File: config.mk
export PLATFORM = sky130hd
export DESIGN_NAME = button_debouncer
export DESIGN_NICKNAME = d
export VERILOG_FILES = /design/src/rtl/button_debouncer.sv
export SDC_FILE = /design/constraint.sdc
export NUM_CORES = 1
export LEC_CHECK = 0
export BUFFER_PORTS_ARGS = -buffer_cell sky130_fd_sc_hd__buf_4
export CAP_MARGIN = 20
export CORE_AREA = 2 2 39 41
export DETAILED_ROUTE_END_ITERATION = 10
export DIE_AREA = 0 0 41 43
export MAX_ROUTING_LAYER = met4
export PLACE_DENSITY_LB_ADDON = 0.2
export SYNTH_ARGS = -nofsm -noshare
export SYNTH_HDL_FRONTEND = slang
export SYNTH_SLANG_ARGS = --single-unit
export TNS_END_PERCENT = 10
File: constraint.sdc
create_clock -name clk_fast -period 1.2 [get_ports clk_fast]
set_input_delay 0.3 -clock clk_fast [delete_from_list [all_inputs] [get_ports clk_fast]]
set_output_delay 0.3 -clock clk_fast [all_outputs]
set_load 0.03 [all_outputs]
File: src/rtl/button_debouncer.sv
// button_debouncer: 2-FF synchronizer feeding a four-state stability-check
// FSM. Produces a clean debounced level plus single-cycle press/release
// strobes for the alarm-clock control FSM.
//
// Optional feature macro: DEBOUNCER_LONG_PRESS_EN
//   defined   -> hold counter and long_press strobe are built
//   undefined -> no hold counter; long_press is tied to 0
module button_debouncer #(
    parameter int   STABLE_CYCLES = 32,   // agreeing samples to accept a change (>=2)
    parameter int   CNT_W         = 6,    // 2**CNT_W > STABLE_CYCLES
    parameter logic ACTIVE_LEVEL  = 1'b1, // raw level meaning "pressed"
    parameter int   LONG_CYCLES   = 1000, // held cycles before long_press (>=2)
    parameter int   LONG_W        = 10    // 2**LONG_W >= LONG_CYCLES
) (
    input  logic clk_fast,
    input  logic rst,
    input  logic btn_raw,
    output logic btn_level,
    output logic press_pulse,
    output logic release_pulse,
    output logic long_press
);

    typedef enum logic [1:0] {
        RELEASED      = 2'b00,
        CHECK_PRESS   = 2'b01,
        PRESSED       = 2'b10,
        CHECK_RELEASE = 2'b11
    } state_t;

    localparam logic [CNT_W-1:0] CNT_ZERO = '0;
    localparam logic [CNT_W-1:0] CNT_ONE  = CNT_W'(1);
    localparam logic [CNT_W-1:0] CNT_LAST = CNT_W'(STABLE_CYCLES - 1);

    state_t           state, state_nxt;
    logic [CNT_W-1:0] cnt, cnt_nxt;
    logic             level_nxt, press_nxt, release_nxt;

    logic s1, s2;
    logic act;

    // Two-flop synchronizer; reset parks both stages at the released level
    always_ff @(posedge clk_fast) begin
        if (rst) begin
            s1 <= ~ACTIVE_LEVEL;
            s2 <= ~ACTIVE_LEVEL;
        end else begin
            s1 <= btn_raw;
            s2 <= s1;
        end
    end

    // Polarity-normalized "pressed" sample; the FSM only ever sees this
    assign act = (s2 == ACTIVE_LEVEL);

    // FSM state, stability counter and registered outputs
    always_ff @(posedge clk_fast) begin
        if (rst) begin
            state         <= RELEASED;
            cnt           <= CNT_ZERO;
            btn_level     <= 1'b0;
            press_pulse   <= 1'b0;
            release_pulse <= 1'b0;
        end else begin
            state         <= state_nxt;
            cnt           <= cnt_nxt;
            btn_level     <= level_nxt;
            press_pulse   <= press_nxt;
            release_pulse <= release_nxt;
        end
    end

    // Next-state / next-output logic. A check state counts agreeing samples;
    // the first sample arrives with the transition into the check state, so
    // the counter enters at 1 and accepts when the STABLE_CYCLES-th agreeing
    // sample is seen (cnt == STABLE_CYCLES-1). Any disagreeing sample drops
    // back to the stable state with the counter cleared.
    always_comb begin
        state_nxt   = state;
        cnt_nxt     = cnt;
        level_nxt   = btn_level;
        press_nxt   = 1'b0;
        release_nxt = 1'b0;
        case (state)
            RELEASED: begin
                level_nxt = 1'b0;
                if (act) begin
                    state_nxt = CHECK_PRESS;
                    cnt_nxt   = CNT_ONE;
                end else begin
                    cnt_nxt   = CNT_ZERO;
                end
            end
            CHECK_PRESS: begin
                level_nxt = 1'b0;
                if (!act) begin
                    state_nxt = RELEASED;
                    cnt_nxt   = CNT_ZERO;
                end else if (cnt == CNT_LAST) begin
                    state_nxt = PRESSED;
                    cnt_nxt   = CNT_ZERO;
                    level_nxt = 1'b1;
                    press_nxt = 1'b1;
                end else begin
                    cnt_nxt   = cnt + CNT_ONE;
                end
            end
            PRESSED: begin
                level_nxt = 1'b1;
                if (!act) begin
                    state_nxt = CHECK_RELEASE;
                    cnt_nxt   = CNT_ONE;
                end else begin
                    cnt_nxt   = CNT_ZERO;
                end
            end
            CHECK_RELEASE: begin
                level_nxt = 1'b1;
                if (act) begin
                    // bounce back: level never dropped, so no strobe
                    state_nxt = PRESSED;
                    cnt_nxt   = CNT_ZERO;
                end else if (cnt == CNT_LAST) begin
                    state_nxt   = RELEASED;
                    cnt_nxt     = CNT_ZERO;
                    level_nxt   = 1'b0;
                    release_nxt = 1'b1;
                end else begin
                    cnt_nxt     = cnt + CNT_ONE;
                end
            end
            default: begin
                state_nxt = RELEASED;
                cnt_nxt   = CNT_ZERO;
                level_nxt = 1'b0;
            end
        endcase
    end

`ifdef DEBOUNCER_LONG_PRESS_EN
    // Saturation point for the hold counter. When LONG_CYCLES equals
    // 2**LONG_W it is not representable, so saturate at all-ones instead;
    // the strobe only depends on passing through LONG_CYCLES-1 once.
    localparam int HOLD_MAX_I = (1 << LONG_W) - 1;
    localparam int HOLD_SAT_I = (LONG_CYCLES > HOLD_MAX_I) ? HOLD_MAX_I : LONG_CYCLES;
    localparam logic [LONG_W-1:0] HOLD_SAT  = LONG_W'(HOLD_SAT_I);
    localparam logic [LONG_W-1:0] HOLD_FIRE = LONG_W'(LONG_CYCLES - 2);

    logic [LONG_W-1:0] hold_cnt, hold_nxt;
    logic              long_nxt;

    // Hold counter: cleared on an accepted press and whenever heading into
    // RELEASED, counts while the debounced level is high (a release bounce
    // does not clear it). The strobe fires on the step to LONG_CYCLES-1.
    always_comb begin
        hold_nxt = hold_cnt;
        long_nxt = 1'b0;
        if ((state == CHECK_PRESS && state_nxt == PRESSED) || state_nxt == RELEASED) begin
            hold_nxt = '0;
        end else if (state == PRESSED || state == CHECK_RELEASE) begin
            if (hold_cnt != HOLD_SAT) begin
                hold_nxt = hold_cnt + LONG_W'(1);
            end
            long_nxt = (hold_cnt == HOLD_FIRE);
        end
    end

    // Hold counter and registered long_press strobe
    always_ff @(posedge clk_fast) begin
        if (rst) begin
            hold_cnt   <= '0;
            long_press <= 1'b0;
        end else begin
            hold_cnt   <= hold_nxt;
            long_press <= long_nxt;
        end
    end
`else
    // Feature disabled: no hold counter, strobe permanently low
    assign long_press = 1'b0;
`endif

endmodule

==> impl_results.md <==
- Maxcap violations: 0
- Tot GR Track Use: 0.1245
- Multi-input combinational cell area: roughly 260 sq um
- Syn Nets: 52
- FILL cells: 140
- Largest net degree at the start of global routing: 8
- Full die area: 1763 sq um
- Vias in the first global route: 340
- Switching part of the total power: 0.2142
- Internal: ~0.00058 W
- Critical path launch point type: flop
- Mapped Area: about 510 sq um
- P_leak: 0.2521 nW
- Netlist cell types: 23
- Initial Util: 0.3680
- Io pins: 7
- Clk root buf: clkbuf_4
- Compound-Gate Fraction of Synth Area: 0.05897
- Final GP Congestion: 0.6757
- Avg Cell Area, Syn: between 10 and 15 sq um
- Initial antenna violation count: 0
- GR peak layer: met2
- Post-synthesis mux area share: 0.03931
- Remaining DRCs: 0
- CP Class: flop to flop
- RSZ-0062 raised after global routing: true
- Setup clock skew after layout: about 2 ps
- Post-route insts no fill: ~80
- Max Slew Vio Count: 0
- Number of iterations in the first detailed-routing pass: 2
- Average wire per standard cell: between 10 and 15 um
- WHS: slightly above 200 ps
- Max Root-Sink Buffers: 2
- Antenna Nets Post-Route: 0
- Die Width: approximately 41 um
- Worst hold path class: input port to flop
- Comb pwr share: 0.031
- Share of cells above drive strength 1: 0.3810
- Met3 Use GR: 0.03141
- VDD IR max: around 700 uV
- Pre-CTS WS: -34.97 ps
- Synthesis-stage register bit count: 13
- N_diodes: 0
- Met2 usage: 0.1594
- Worst path required time: ~1400 ps
- H-Tree Depth: 1
- Power Density: roughly 1100 nW/um^2
- Adder-cell share of the synthesized area: 0.02457
- Hold buffer count at cts: 0
- Final Hold Fails: 0
- Sequential share of the synthesized area: 0.5111
- Vias: 370
- Die height: 43 um
- Reg clk slew, reported paths: roughly 80 ps
- Core Region: roughly 1400 sq um
- Final setup violation count: 1
- Clock latency on the worst-skew pair: 280 ps
- CP Data Arrival Time: 1420 ps
- Outcome: finished, violations left
- DRT iter0 DRCs: 3
- FF/Latch Area: ~260 sq um
- Num CTS Buffers: 3
- Mapped Cells: between 40 and 50
- Site Rows: 14
- Yosys warning total: 0
- DRT Wirelength: 796 um
- Fmax: 830.9 MHz
- P_sw: roughly 0.00016 W
- Area Overhead vs Synth: 29.24%
- Final period util: 1.003
- CP max FO: 3
- Clock sinks: 13
- Layout Nets: 68
- Post-synthesis xor/xnor area fraction: 0.06880
- Synth Area in Simple Gates: 0.2678
- Largest family of logic cells by synthesized area: simple AND/OR/NAND/NOR gates
- Power share of the clock group: 0.371
- Overflow after GRT: 0
- Sequential power share: 0.598
- Placed wire-length estimate: approximately 630 um
- Final worst slack: -3.576 ps
- CP Capture Type: flop
- Post-route minimum period: between 1000 and 1500 ps
- Vias per inst: roughly 4.7
- Placed Cells: 74
- CTS tree: yes
- Port Buffers: 5
- Failing checks: setup timing
- M1 GR Usage: 0.1485
- Global-route wire length before repair: 1.366 mm
- Reg-to-reg setup timing slack: -4 ps
cells in the mapped netlist:
library cell   n  area share
o21bai_1       1       0.015
inv_1          1      0.0074
conb_1         1      0.0074
or3_1          1       0.012
nand2b_1       5       0.061
nand2_1        1      0.0074
nand4_1        1       0.012
nand3_2        1       0.020
a211oi_2       1       0.025
buf_4          1       0.015
a21oi_1        1      0.0098
nor3b_2        1       0.025
xnor2_1        1       0.017
ha_1           1       0.025
and4bb_2       2       0.049
nor2_1         5       0.037
nor2b_1        2       0.025
dfxtp_1       13        0.51
nor3_1         1      0.0098
xor2_1         3       0.052
o21ai_0        1      0.0098
mux2i_1        2       0.039
nand3_1        1      0.0098
layout make-up:
cell class | instances | area share
timing repair buffer | 12 | 0.1369
inverter | 1 | 0.005703
clock buffer | 4 | 0.03992
multi-input combinational | 33 | 0.3878
sequential | 13 | 0.3992
tap | 16 | 0.03042
power groups by stage:
| stage | sequential [W] | combinational, W | clock, W |
|---|---|---|---|
| final | 0.000439 | 0.0000225 | 0.000273 |
| after global routing | 0.000440 | 0.0000247 | 0.000300 |
| after CTS | 0.000439 | 0.0000229 | 0.000290 |
| after detailed placement | 0.000449 | 0.0000228 | 0 |
| after global placement | 0.000449 | 0.0000225 | 0 |
| after floorplan | 0.000449 | 0.0000162 | 0 |
stage by stage:
| step | cell area [sq um] | util | total power (W) | TNS, ps |
|---|---|---|---|---|
| floorplan | 524.3 | - | 0.0004651 | 0 |
| global placement | 619.3 | 0.4476 | 0.0004720 | -38.60 |
| detailed placement | 619.3 | 0.4476 | 0.0004723 | -64.48 |
| CTS | 653.1 | 0.4720 | 0.0007519 | -42.90 |
| global route | 658.1 | 0.4756 | 0.0007652 | -274.8 |
| finish | 658.1 | 0.4756 | 0.0007345 | -3.576 |
sequential cells by signal, indices dropped and copies added, names as in the netlist, named ones only:
signal	flops
press_pulse	1
btn_level	1
act	1
cnt	6
state	1
release_pulse	1
s1	1
timing repair:
item,4_1_cts,5_1_grt
resized for setup,0,1
buffers inserted,1,0
endpoints found under the setup margin,2,6
endpoints found under the hold margin,0,0
pin swaps,2,1
critical path: stages (launching register included):
cell and delay, ps:
dfxtp_2 360, ha_4 130, nand4_1 140, nor3b_2 300, mux2i_1 210
cell usage in the layout (no fill, tap or decap):
master    instances
buf_4            12
dfxtp_1          11
nand2b_1          5
nor2_1            5
xor2_1            3
clkbuf_4          3
nor2b_1           2
and4bb_2          2
mux2i_1           2
dfxtp_2           2
nand3_1           1
nand4_1           1
nand3_2           1
nor3_1            1
xnor2_1           1
inv_1             1
o21bai_1          1
a21oi_1           1
nor3b_2           1
nand2_1           1
o21ai_0           1
or3_4             1
a211oi_2          1
ha_4              1
conb_1            1
clkbuf_1          1
worst paths after layout:
path | from | to | cells past startpoint
max reg2reg | cnt[0]$_SDFF_PP0_ | btn_level$_SDFF_PP0_ | 4
max | cnt[0]$_SDFF_PP0_ | btn_level$_SDFF_PP0_ | 4
min | rst | s1$_SDFF_PP0_ | 2
min reg2reg | s1$_SDFF_PP0_ | act$_SDFF_PP0_ | 1
metal layers:
layer | wire, um | vias to the layer above | share of wire
met4 | 28 | 0 | 0.035
met2 | 358 | 6 | 0.45
met3 | 19 | 3 | 0.024
met1 | 389 | 169 | 0.49
li1 | - | 192 | -
met5 | 0 | - | 0
cells by family (layout without fill, tap and decap cells):
kind of cell / after synthesis / after routing
AND/OR/NAND/NOR: 21 / 21
multiplexers: 2 / 2
adder cells (fa/ha/maj): 1 / 1
other: 1 / 1
XOR/XNOR: 4 / 4
buffers and inverters: 2 / 17
AO/OA/AOI/OAI: 4 / 4
flip-flops: 13 / 13
Note: power is estimated with default switching activity, not from simulation.
